===== src/rtl/mem_port_arbiter.sv =====
// rtl/mem_port_arbiter.sv - two-requester arbiter for the shared byte-wide program/data memory
//
// Purpose: grants the core (c_*) or the loader/DMA (l_*) access to a single-port
// byte memory and sequences 8-bit or 16-bit little-endian reads and writes as
// one or two byte cycles. Ties go to the port that was not granted last.
//
// Ports:
//   clk, rst                       clock (rising edge), asynchronous active-high reset
//   x_valid/x_we/x_wide/x_addr     request (x = c core, l loader); held until x_ready
//   x_wdata                        write data, low byte to addr, high byte to addr+1
//   x_ready                        request accepted on x_valid && x_ready
//   x_rs_valid/x_rs_rdata          one-cycle completion pulse and read result
//   mem_addr/mem_we/mem_wdata      memory byte interface, driven only in byte cycles
//   mem_rdata                      memory read byte, valid the cycle after mem_addr
//   busy                           FSM not idle

module mem_port_arbiter #(
   parameter int ADDR_W = 16,
   parameter int DATA_W = 8
) (
   input  logic                clk,
   input  logic                rst,
   input  logic                c_valid,
   input  logic                c_we,
   input  logic                c_wide,
   input  logic [ADDR_W-1:0]   c_addr,
   input  logic [2*DATA_W-1:0] c_wdata,
   output logic                c_ready,
   output logic                c_rs_valid,
   output logic [2*DATA_W-1:0] c_rs_rdata,
   input  logic                l_valid,
   input  logic                l_we,
   input  logic                l_wide,
   input  logic [ADDR_W-1:0]   l_addr,
   input  logic [2*DATA_W-1:0] l_wdata,
   output logic                l_ready,
   output logic                l_rs_valid,
   output logic [2*DATA_W-1:0] l_rs_rdata,
   output logic [ADDR_W-1:0]   mem_addr,
   output logic                mem_we,
   output logic [DATA_W-1:0]   mem_wdata,
   input  logic [DATA_W-1:0]   mem_rdata,
   output logic                busy
);

   localparam logic [1:0] ST_IDLE = 2'd0;
   localparam logic [1:0] ST_B0   = 2'd1;
   localparam logic [1:0] ST_B1   = 2'd2;
   localparam logic [1:0] ST_CAP  = 2'd3;

   logic [1:0]          state;
   logic                last_l;    // 1 = loader was granted last
   logic                own_l;     // owner of the transaction in flight
   logic                r_we;
   logic                r_wide;
   logic [ADDR_W-1:0]   r_addr;
   logic [2*DATA_W-1:0] r_wdata;
   logic [DATA_W-1:0]   lo_byte;   // low read byte of a wide access
   logic [2*DATA_W-1:0] cap_data;
   logic                idle;

   assign idle = (state == ST_IDLE);
   assign busy = !idle;

   // Only the winner sees ready; on a tie the port not granted last wins.
   assign c_ready = idle && !rst && c_valid && (!l_valid || last_l);
   assign l_ready = idle && !rst && l_valid && (!c_valid || !last_l);

   // In CAP, mem_rdata holds the byte addressed in the previous cycle:
   // the only byte of a narrow read or the high byte of a wide one.
   assign cap_data = r_wide ? {mem_rdata, lo_byte} : {{DATA_W{1'b0}}, mem_rdata};

   always_comb begin
      mem_we    = 1'b0;
      mem_addr  = '0;
      mem_wdata = '0;
      case (state)
         ST_B0: begin
            mem_we    = r_we;
            mem_addr  = r_addr;
            mem_wdata = r_wdata[DATA_W-1:0];
         end
         ST_B1: begin
            mem_we    = r_we;
            mem_addr  = r_addr + ADDR_W'(1);
            mem_wdata = r_wdata[2*DATA_W-1:DATA_W];
         end
         default: ;
      endcase
   end

   always_ff @(posedge clk or posedge rst) begin
      if (rst) begin
         state      <= ST_IDLE;
         last_l     <= 1'b1;
         own_l      <= 1'b0;
         r_we       <= 1'b0;
         r_wide     <= 1'b0;
         r_addr     <= '0;
         r_wdata    <= '0;
         lo_byte    <= '0;
         c_rs_valid <= 1'b0;
         l_rs_valid <= 1'b0;
         c_rs_rdata <= '0;
         l_rs_rdata <= '0;
      end else begin
         c_rs_valid <= 1'b0;
         l_rs_valid <= 1'b0;
         case (state)
            ST_IDLE: begin
               if (c_ready || l_ready) begin
                  own_l   <= l_ready;
                  last_l  <= l_ready;
                  r_we    <= l_ready ? l_we    : c_we;
                  r_wide  <= l_ready ? l_wide  : c_wide;
                  r_addr  <= l_ready ? l_addr  : c_addr;
                  r_wdata <= l_ready ? l_wdata : c_wdata;
                  state   <= ST_B0;
               end
            end
            ST_B0: begin
               state <= r_wide ? ST_B1 : ST_CAP;
            end
            ST_B1: begin
               if (!r_we) lo_byte <= mem_rdata;
               state <= ST_CAP;
            end
            default: begin
               if (own_l) begin
                  l_rs_valid <= 1'b1;
                  if (!r_we) l_rs_rdata <= cap_data;
               end else begin
                  c_rs_valid <= 1'b1;
                  if (!r_we) c_rs_rdata <= cap_data;
               end
               state <= ST_IDLE;
            end
         endcase
      end
   end

endmodule


===== config.mk =====
export PLATFORM = sky130hd
export DESIGN_NAME = mem_port_arbiter
export DESIGN_NICKNAME = d
export VERILOG_FILES = /design/src/rtl/mem_port_arbiter.sv
export SDC_FILE = /design/constraint.sdc
export NUM_CORES = 1
export LEC_CHECK = 0
export ABC_CLOCK_PERIOD_IN_PS = 4900
export BUFFER_PORTS_ARGS = -buffer_cell sky130_fd_sc_hd__buf_2
export CAP_MARGIN = 10
export CELL_PAD_IN_SITES_DETAIL_PLACEMENT = 0
export CELL_PAD_IN_SITES_GLOBAL_PLACEMENT = 1
export CORE_MARGIN = 3
export CORE_UTILIZATION = 37
export DETAILED_ROUTE_END_ITERATION = 8
export PLACE_DENSITY = 0.89
export REMOVE_ABC_BUFFERS = 1
export SYNTH_ARGS = -nofsm -noshare
export SYNTH_HDL_FRONTEND = slang
export SYNTH_SLANG_ARGS = --single-unit

===== constraint.sdc =====
create_clock -name clk -period 4.9 [get_ports clk]
set_clock_uncertainty 0.05 [all_clocks]
set_input_delay 0.735 -clock clk [delete_from_list [all_inputs] [get_ports clk]]
set_output_delay 0.735 -clock clk [all_outputs]
set_load 0.01 [all_outputs]

## Word-level counts from Yosys, hierarchy flattened

Cells that the tools add are included.

| storage, ports and cells | value |
|---|---|
| bits in registers | 80 |
| output and inout port bits | 62 |
| logic and storage cells | 54 |

| operators by class | value |
|---|---|
| add/sub/neg operators | 1 |
| equality and inequality tests | 3 |
| multiplexer cells | 15 |
| bitwise gates (word level) | 3 |
| reductions and logical operators | 20 |

Operators with widths:

| kind | number |
|---|---|
| $mux 16 | 3 |
| $pmux 16 s2 | 1 |
| $add 16x1->16 const B | 1 |
| $pmux 8 s2 | 1 |
| $mux 1 | 8 |
| $pmux 2 s3 | 1 |
| $reduce_and 3->1 | 2 |
| $logic_and 1x1->1 | 5 |
| $logic_not 1->1 | 5 |
| $reduce_and 2->1 | 2 |
| $logic_or 1x1->1 | 3 |
| $not 1->1 | 3 |
| $reduce_or 3->1 | 1 |
| $eq 2x1->1 const B | 1 |
| $eq 2x2->1 const B | 1 |
| $logic_not 2->1 | 1 |
| $mux 2 | 1 |
| $ne 2x1->1 const B | 1 |
| $reduce_or 2->1 | 1 |

## Longest topological paths before layout

Gate-level depths: netlist of run 1.

| depth | value |
|---|---|
| depth after elaboration | 7 |
| mapped depth | 8 |
| gate-level depth less buffers | 6 |

## Worst setup path after synthesis of run 1

OpenSTA, ideal clock, no wires.

| timing | value |
|---|---|
| kind | input -> output |
| from | input rst |
| to | output l_ready |
| arrival | 3.500 ns |
| data required time | 4.115 ns |
| slack | 0.615 ns |
| stages | 4 |
| cell sequence | inv_1 nand4_1 clkbuf_1 inv_1 |

| on the way | value |
|---|---|
| longest elaborated chain between the ends | 4 |

RTL lines:

| what | RTL line | source |
|---|---|---|
| start: declaration | 22 | `input logic rst,` |
| $logic_not 1->1 (no source line) | -- |  |
| $logic_and 1x1->1 (3 in a row) | 67 | `assign l_ready = idle && !rst && l_valid && (!c_valid \|\| !last_l);` |
| end: declaration | 36 | `output logic l_ready,` |

No other way between the ends.

## Final worst setup path of run 1

| timing | value |
|---|---|
| from | register state[0] |
| to | output mem_addr[9] |

| on the way | value |
|---|---|
| longest elaborated chain between the ends | 2 |
| elaborated cells on any way between the ends | 3 |
| classes of those cells | eq/ne: 2; mux: 1 |

RTL lines:

| what | RTL line | source |
|---|---|---|
| start: declaration | 51 | `logic [1:0] state;` |
| start signal: assignment | 122 | `state <= r_wide ? ST_B1 : ST_CAP;` |
| $eq 2x2->1 / $eq 2x1->1 (equally long branches) | 77 | `case (state)` |
| $pmux 16 s2 (*) | 77 |  |
| end: declaration | 39 | `output logic [ADDR_W-1:0] mem_addr,` |

Every way passes the cells marked *; elsewhere a longest branch is shown, timed or not.

==> results.tsv, run 1 <==
stage	metric	value	unit
outcome	outcome	complete, no violations	
power	power	3.28	mW
logic_synthesis	synth_area	0.00408	sq mm
logic_synthesis	post-synth-top-area-cell	dfrtp_1	
logic_synthesis	syn-instance-count	420	
logic_synthesis	synth_simple_gate_area_share	15.5	%
routing	drt-initial-drc-count	198	
cts	ctsHoldBuffers	0	
floorplan	die_area	0.0123	sq mm
place	hpwl	7590	microns
min_path	hp-class	reg -> reg	
routing	wirelength	10500	microns
cts	tritoncts	done	
timing	timing.hold.ws	0.427	ns
place	io_buffers	141	
final_layout	multi_input_area	0.00189	sq mm
logic_synthesis	synthXorXnorAreaFrac	0.859	%
floorplan	initial_core_util	38.8	%
final_layout	seq_area	0.00200	sq mm
logic_synthesis	avgSynthCellArea	9.71	sq um
final_layout	fill_cells	998	
timing	tns	0	ns
cts	clock_path_buffers	2	
timing	hold_viol	0	
place	place.gp.congestion	0.790	
final_layout	antenna_cells	0	
cts	cts.htree.levels	3	
worst_setup_path	critPathLaunchType	flop	
floorplan	num_rows	37	
logic_synthesis	synth_common_cells	dfrtp_1, nand2_1, mux2i_1	
worst_setup_path	crit_required	4.12	ns
cts	numCtsBuffers	9	
cts	cts_setup_buffers	0	
final_layout	post-route-cell-area	0.00502	sq mm
logic_synthesis	synthAdderAreaFrac	1.84	%
final_layout	final_util	47.8	%
timing	clock.fmax	290	MHz
cts	cts.sinks	80	
logic_synthesis	synth_edf_count	0	
global_routing	grtUsageTotal	17.2	%
logic_synthesis	synth.most_common_cell	dfrtp_1	
logic_synthesis	synth-main-ff-cell	dfrtp_1	
timing	fin_crit_sh	70.3	%
timing	max_slew_margin	27.5	%
logic_synthesis	ys_async_sr_fraction	100	%
routing	ant_nets	0	
power	powerDensity	652	mW/mm^2
cts	clock_latency	0.36	ns
final_layout	stdcell_count	687	
logic_synthesis	synthTopCellsByArea	dfrtp_1, mux2i_1, nand2_1, o21ai_0, a21oi_1	
floorplan	die_h	111	microns
power	irDropWorstVdd	254	uV
final_layout	drive_gt1_share	32.3	%
worst_setup_path	path_class	reg -> out	
routing	wl_per_cell	15.3	microns
run	drv_cap	0	
routing	drcViolationCount	0	
logic_synthesis	synth_top_family_by_area	simple AND/OR/NAND/NOR gates	
routing	vias	3487	
timing	min_period	3.45	ns
logic_synthesis	synth_compound_area_share	14.5	%
worst_setup_path	reg2reg_depth	7	
cts	clockRootBuffer	clkbuf_8	
global_routing	first_global_vias	3426	
final_layout	syn_to_final_growth	23.1	%
worst_setup_path	crit_arrival	2.66	ns
routing	via_per_inst	5.08	
global_routing	grt_pass1_wl	17400	microns
logic_synthesis	yosysTopAreaCellShare	48.5	%
place	pre_cts_ws	1.85	ns
worst_setup_path	crit_fanout	17	
logic_synthesis	synthDistinctLibCells	45	
timing	drv_slew	0	
global_routing	overflow	0	
final_layout	nNetsFinal	632	
cts	ctsResizeCount	0	
logic_synthesis	synth-seq-cells	80	
timing	tightestPinTransition	1.08	ns
routing	drt_pre_antenna_iters	4	
timing	worst_slack	1.45	ns
logic_synthesis	yosys_warnings	0	
logic_synthesis	synth-seq-area-share	49.1	%
timing	rsz0062_at_grt	no	
global_routing	antenna_found_initial	2	
cts	clk_pin_slew	0.08	ns
floorplan	dieWidth	111	microns
worst_setup_path	crit_path_end_kind	output pin	
place	place_inst	671	
floorplan	io_pins	142	
min_path	hold-path-cell-count	2	
power	p_leak	2.40	nW
floorplan	core	0.0105	sq mm
logic_synthesis	synthMuxAreaShare	13.3	%
global_routing	grt_max_degree	81	
timing	setup_viol	0	
place	placed_area	0.00482	sq mm
## where the power goes
| part | switching [mW] | leakage (nW) | internal (mW) | total [mW] |
|---|---|---|---|---|
| Combinational | 0.814 | 1.35 | 0.678 | 1.49 |
| Clock | 0.254 | 0.0966 | 0.253 | 0.507 |
| Sequential | 0.289 | 0.956 | 0.987 | 1.28 |
| Total | 1.36 | 2.40 | 1.92 | 3.28 |
## sequential cells by signal, indices dropped and copies added (netlist names)
name and flops:
c_rs_valid 1, own_l 1, c_rs_rdata 16, r_wdata 16, r_addr 16, lo_byte 8
l_rs_valid 1, last_l 1, r_we 1, state 2, r_wide 1, l_rs_rdata 16
## cells by family (layout without fill, tap and decap cells)
kind of cell / after synthesis / in the layout
AO/OA/AOI/OAI: 104 / 104
XOR/XNOR: 4 / 4
adder cells (fa/ha/maj): 6 / 6
buffers and inverters: 36 / 167
flip-flops: 80 / 80
multiplexers: 53 / 53
AND/OR/NAND/NOR: 137 / 137
## placed cells by master, fill, tap and decap left out, types with 2 or more instances in the layout
cell        Yosys  layout
a31o_2          2       2
and2_1          2       2
and2_0          2       2
a31oi_1         4       4
a22oi_1        12      12
nor4_1          2       2
nand3_1         6       6
nor2b_1        14      14
ha_1            6       6
clkbuf_8        0      10
inv_6           0       2
nand3b_1        5       5
xnor2_1         3       3
mux2_2         11      11
mux2i_1        42      42
clkinvlp_4      0       2
buf_2           6     141
buf_4           0       3
o21ai_0        39      39
a21oi_1        37      37
dfrtp_1        79      79
nand4_1         6       6
nor2_1         40      40
inv_1           7       6
nand2_1        53      53
## final cells by class
| cell class | count | share of cell area, % |
|---|---|---|
| flip-flops and latches | 80 | 39.9 |
| multi-input cells | 304 | 37.6 |
| repair buffers | 144 | 14.5 |
| well taps | 136 | 3.39 |
| clock buffers | 11 | 2.82 |
| clock inverters | 5 | 1.25 |
| inverters | 7 | 0.548 |
## per-layer routing
metal | GRT usage, % | wire length [microns] | up-vias
met1 | 22.6 | 4710 | 1657
li1 | - | - | 1723
met5 | 0 | 26 | -
met3 | 4.20 | 591 | 16
met2 | 27.9 | 5020 | 87
met4 | 6.33 | 161 | 4
## worst max-delay path, cell delays in order (launching register included)
cell,delay (ns)
dfrtp_1,0.43
inv_1,0.10
ha_1,0.57
nand2_1,0.45
nor4_1,0.43
o22a_1,0.19
buf_2,0.13
## worst paths after layout
| path | start | end | slack (ns) |
|---|---|---|---|
| setup / recovery | state[0] | mem_addr[9] | 1.45 |
| hold / removal | c_rs_rdata[14] | c_rs_rdata[14] | 0.43 |
| setup reg to reg | state[0] | state[1] | 2.46 |
| hold reg to reg | c_rs_rdata[14] | c_rs_rdata[14] | 0.43 |
| max in group asynchronous | rst | r_addr[12] | 3.49 |
| min in group asynchronous | rst | r_wdata[4] | 0.66 |
(Power assumes the default switching activity.)
==> run 2, diff against run 1 <==
- ABC_CLOCK_PERIOD_IN_PS: 4900 -> 3130
- CORE_UTILIZATION: 37 -> 34
- PLACE_DENSITY: 0.89 -> 0.86
- clock period: 4.9 -> 3.13 ns (I/O delays scaled with it)
==> run 2 against run 1 <==
Setup slack got worse by 1.0 ns. Clock-buffer cell count did not move. Clock power rose by 130%. Non-clock buffer count rose by 8. Combinational power rose by 62%. Register-to-register slack got worse by 1.6 ns. Worst hold slack got worse by 0.093 ns. Sequential power rose by 56%. Critical path depth did not move. Via count rose by 1.0%. Power rose by 70%.
==> results.tsv, run 2 (synthesis results as in run 1) <==
stage	metric	value	unit	change
final_layout	final_util	45.2	%	-2.6 points
cts	cts.htree.levels	3		unchanged
floorplan	die_h	116	microns	+4.1%
power	powerDensity	1070	mW/mm^2	+64%
worst_setup_path	crit_arrival	2.19	ns	-0.47 ns
global_routing	grt-busiest-layer	met2		
final_layout	layout_commonest_cell	buf_2		
routing	wl_per_cell	15.1	microns	-1.1%
final_layout	syn_to_final_growth	28.1	%	
routing	drt-initial-drc-count	164		-17%
floorplan	num_rows	39		+5.4%
min_path	hp-class	in -> reg		
cts	ctsResizeCount	0		unchanged
timing	min_period	2.71	ns	
worst_setup_path	path_delay_family	simple AND/OR/NAND/NOR gates		
timing	rsz0062_at_grt	no		
worst_setup_path	cpPeakStageDelay	0.42	ns	-0.15 ns
worst_setup_path	crit_fanout	14		-3
global_routing	grtUsageTotal	16.4	%	-0.86 points
power	power	5.58	mW	+70%
global_routing	grt_pass1_wl	17300	microns	-0.36%
global_routing	use_met1	22.7	%	+0.12 points
final_layout	nNetsFinal	640		+1.3%
power	irDropWorstVdd	356	uV	+40%
cts	cts_setup_buffers	0		unchanged
timing	tns	0	ns	unchanged
worst_setup_path	slowest_stage	nor4_1		
timing	fin_crit_sh	86.6	%	
timing	setup_viol	0		unchanged
routing	drcViolationCount	0		unchanged
global_routing	met2_usage	25.3	%	-2.5 points
floorplan	io_pins	142		unchanged
cts	clk_pin_slew	0.06	ns	-0.02 ns
cts	numCtsBuffers	9		unchanged
final_layout	drive_gt1_share	33.5	%	+1.1 points
place	place.gp.congestion	0.821		+3.9%
timing	hold_viol	0		unchanged
run	drv_cap	0		unchanged
cts	tritoncts	done		
timing	timing.hold.ws	0.334	ns	-0.0933 ns
worst_setup_path	crit_chain	inv_1 > ha_1 > nand2_1 > nor4_1 > o22a_1 > buf_2		
global_routing	use_met3	3.50	%	-0.70 points
floorplan	core	0.0116	sq mm	+10%
floorplan	dieWidth	116	microns	+4.1%
floorplan	initial_core_util	35.3	%	-3.5 points
timing	drv_slew	0		unchanged
global_routing	antenna_found_initial	0		-2
routing	via_per_inst	5.02		-1.2%
routing	drt_pre_antenna_iters	4		unchanged
cts	ctsHoldBuffers	0		unchanged
routing	wirelength	10600	microns	+1.0%
timing	clock.fmax	369	MHz	
routing	vias	3522		+1.0%
cts	clock_latency	0.33	ns	-0.03 ns
global_routing	first_global_vias	3498		+2.1%
floorplan	die_area	0.0134	sq mm	+8.3%
final_layout	antenna_cells	0		unchanged
timing	max_slew_margin	32.2	%	+4.7 points
place	io_buffers	141		unchanged
place	hpwl	7660	microns	+0.89%
worst_setup_path	path_buf_inv	2		unchanged
cts	cts.sinks	80		unchanged
power	p_leak	2.51	nW	+4.5%
worst_setup_path	crit_required	2.61	ns	-1.51 ns
cts	clockRootBuffer	clkbuf_16		
global_routing	grt_max_degree	81		unchanged
global_routing	overflow	0		unchanged
final_layout	final_cell_mix	buf_2, dfrtp_1, nand2_1		
worst_setup_path	crit_path_end_kind	output pin		
outcome	outcome	complete, no violations		
routing	ant_nets	0		unchanged
worst_setup_path	path_class	reg -> out		
worst_setup_path	critPathLaunchType	flop		
timing	tightestPinTransition	1.02	ns	-0.0667 ns
cts	clock_path_buffers	2		unchanged
==> run 2: final timing paths <==
kind                                   from           to  slack (ns)  depth (start not counted)
worst max-delay path               state[0]  mem_addr[9]        0.42                          6
worst min-delay path            l_wdata[14]  r_wdata[14]        0.33                          3
worst max register to register     state[0]   r_wdata[3]        0.90                          7
worst min register to register        own_l   c_rs_valid        0.42                          1
max in group asynchronous               rst   r_wdata[1]        1.94                          3
min in group asynchronous               rst    r_addr[5]        0.45                          3
==> run 2: layout make-up <==
class | instances | area, sq um
Sequential cell | 80 | 2000
Inverter | 7 | 27.5
Clock buffer | 11 | 253
Multi-Input combinational cell | 304 | 1890
Tap cell | 143 | 179
Clock inverter | 5 | 86.3
Fill cell | 1095 | 6340
Timing Repair Buffer | 152 | 788
==> run 2: worst register-to-register path, delay by kind of cell, from the launching register on <==
kind	cells	cell delay [ns]
DFF	1	0.42
AOI/OAI and AO/OA	2	0.42
muxes	1	0.26
and+or+nand+nor	1	0.16
adders and majority gates	1	0.24
buffers and inverters	2	0.55
==> run 2: routing by layer <==
| layer | vias to the layer above | part of all wire [%] |
|---|---|---|
| li1 | 1744 | - |
| met1 | 1645 | 45 |
| met2 | 118 | 47 |
| met3 | 15 | 5.4 |
| met4 | 0 | 1.8 |
| met5 | - | 0 |
==> run 2: per-stage QoR <==
stage / setup slack [ns] / instances / area (sq um)
after CTS: 0.429 / 702 / 5230
final: 0.419 / 702 / 5230
after floorplan: -2.32 / 391 / 3910
after detailed placement: 0.813 / 686 / 4890
after global placement: 0.893 / 686 / 4890
after global routing: 0.219 / 702 / 5230
==> run 2: where the power goes <==
| group | leakage [nW] | internal (mW) | switching (mW) |
|---|---|---|---|
| logic | 1.38 | 1.10 | 1.31 |
| clock network | 0.166 | 0.748 | 0.420 |
| registers | 0.956 | 1.55 | 0.451 |
==> run 3, diff against run 2 <==
- CORE_MARGIN: 3 -> 8
==> run 3 against run 2 <==
First-iteration DRC count increased by 96%. Critical path depth unchanged. Worst hold slack improved by 0.0046 ns. Setup slack improved by 0.035 ns. Highest routed layer unchanged. Combinational power about the same. Global-route usage decreased by 2.0 points. Fmax increased by 1.3%.
==> results.tsv, run 3 (synthesis results as in run 1) <==
stage	metric	value	unit	change
global_routing	grtUsageTotal	14.4	%	-2.0 points
final_layout	antenna_cells	0		unchanged
timing	hold_viol	0		unchanged
cts	tritoncts	done		
routing	wl_per_cell	15.9	microns	+5.0%
floorplan	die_area	0.0158	sq mm	+18%
place	hpwl	8260	microns	+7.8%
cts	clk_pin_slew	0.06	ns	about the same
global_routing	overflow	0		unchanged
worst_setup_path	path_class	reg -> out		
place	place.gp.congestion	0.837		+1.9%
cts	cts.htree.levels	3		unchanged
floorplan	core	0.0119	sq mm	+2.6%
routing	drt-initial-drc-count	321		+96%
routing	met2_wirelength	5390	microns	+7.4%
floorplan	io_pins	142		unchanged
cts	clock_path_buffers	2		unchanged
routing	highest_layer	met4		
final_layout	drive_gt1_share	33.3	%	-0.12 points
cts	numCtsBuffers	9		unchanged
timing	max_slew_margin	24.8	%	-7.4 points
routing	drt_pre_antenna_iters	4		unchanged
worst_setup_path	critPathLaunchType	flop		
worst_setup_path	rr_startpoint	state[0]		
power	powerDensity	1060	mW/mm^2	-1.1%
routing	wirelength	11200	microns	+5.5%
global_routing	grt_pass1_wl	18800	microns	+8.5%
worst_setup_path	critPathLaunch	state[0]		
global_routing	first_global_vias	3659		+4.6%
global_routing	antenna_found_initial	0		unchanged
timing	tns	0	ns	unchanged
timing	clock.fmax	374	MHz	+1.3%
final_layout	syn_to_final_growth	27.4	%	
min_path	hp-class	in -> reg		
worst_setup_path	crit_arrival	2.16	ns	-0.03 ns
final_layout	fill_cells	1161		+6.0%
floorplan	num_rows	40		+2.6%
outcome	outcome	complete, no violations		
routing	drcViolationCount	0		unchanged
cts	clock_latency	0.33	ns	about the same
routing	ant_nets	0		unchanged
timing	min_period	2.68	ns	-0.0351 ns
cts	cts_setup_buffers	0		unchanged
timing	fin_crit_sh	85.5	%	-1.1 points
final_layout	final_util	43.8	%	-1.4 points
cts	ctsResizeCount	0		unchanged
power	irDropWorstVdd	354	uV	-0.52%
cts	clockRootBuffer	clkbuf_16		
cts	ctsHoldBuffers	0		unchanged
worst_setup_path	crit_path_end_kind	output pin		
final_layout	final_cell_mix	buf_2, dfrtp_1, nand2_1		
routing	m1WireLength	4750	microns	-1.6%
worst_setup_path	crit_required	2.61	ns	about the same
min_path	min_from	l_wdata[7]		
routing	via_per_inst	5.07		+0.96%
final_layout	layout_commonest_cell	buf_2		
final_layout	nNetsFinal	639		-0.16%
timing	setup_viol	0		unchanged
floorplan	initial_core_util	34.4	%	-0.88 points
worst_setup_path	crit_fanout	14		unchanged
cts	cts.sinks	80		unchanged
global_routing	grt_max_degree	81		unchanged
power	p_leak	2.49	nW	-0.83%
floorplan	die_h	126	microns	+8.7%
timing	timing.hold.ws	0.338	ns	+0.00458 ns
timing	drv_slew	0		unchanged
place	io_buffers	141		unchanged
timing	tightestPinTransition	1.12	ns	+0.108 ns
timing	rsz0062_at_grt	no		
routing	wl_met3	897	microns	+56%
routing	vias	3571		+1.4%
run	drv_cap	0		unchanged
floorplan	dieWidth	126	microns	+8.7%
-- run 3: cell types whose count changed in the layout (fill, tap and decap cells not counted), sizes merged --
cell      previous run  this run
clkinvlp             0         1
bufinv               2         1
inv                  7         9
buf                152       151
clkbuf              11         9
-- run 3: final timing paths --
| check | endpoint | slack (ns) | depth (start not counted) |
|---|---|---|---|
| setup / recovery | mem_addr[9] | 0.45 | 6 |
| hold / removal | r_wdata[7] | 0.34 | 3 |
| setup reg to reg | state[0] | 0.79 | 5 |
| hold reg to reg | c_rs_valid | 0.42 | 1 |
| max in group asynchronous | c_rs_rdata[10] | 1.97 | 3 |
| min in group asynchronous | state[0] | 0.42 | 3 |
-- run 3: power by group --
group          internal, mW  switching [mW]  total, mW
registers              1.55           0.462       2.01
logic                  1.10            1.31       2.41
clock network         0.626           0.438       1.06
total                  3.28            2.21       5.49
-- run 3: critical path, cell delays in order (launching register included) --
cell     delay [ns]
dfrtp_1        0.41
inv_1          0.09
ha_1           0.34
nand2_1        0.30
nor4_1         0.36
o22a_1         0.19
buf_2          0.13
-- run 3: area by class of cell --
class | instances | area (sq um) | area share [%]
clock buffers | 9 | 225 | 4.33
flip-flops and latches | 80 | 2000 | 38.5
clock inverters | 7 | 77.6 | 1.49
inverters | 7 | 27.5 | 0.529
repair buffers | 151 | 793 | 15.3
well taps | 147 | 184 | 3.54
multi-input cells | 304 | 1890 | 36.3
-- run 3: per-layer routing --
layer | vias up | track usage [%]
met5 | - | 0
met4 | 0 | 5.30
met3 | 10 | 4.84
met2 | 119 | 23.6
met1 | 1710 | 17.3
li1 | 1732 | -
-- run 3: metrics by stage --
step	power (mW)	instances	area, sq um	setup slack, ns
after floorplan	3.47	391	3910	-2.32
after global placement	4.38	689	4900	0.888
after detailed placement	4.48	689	4900	0.759
after CTS	5.56	705	5200	0.447
after global routing	5.92	705	5200	0.272
final	5.49	705	5200	0.454
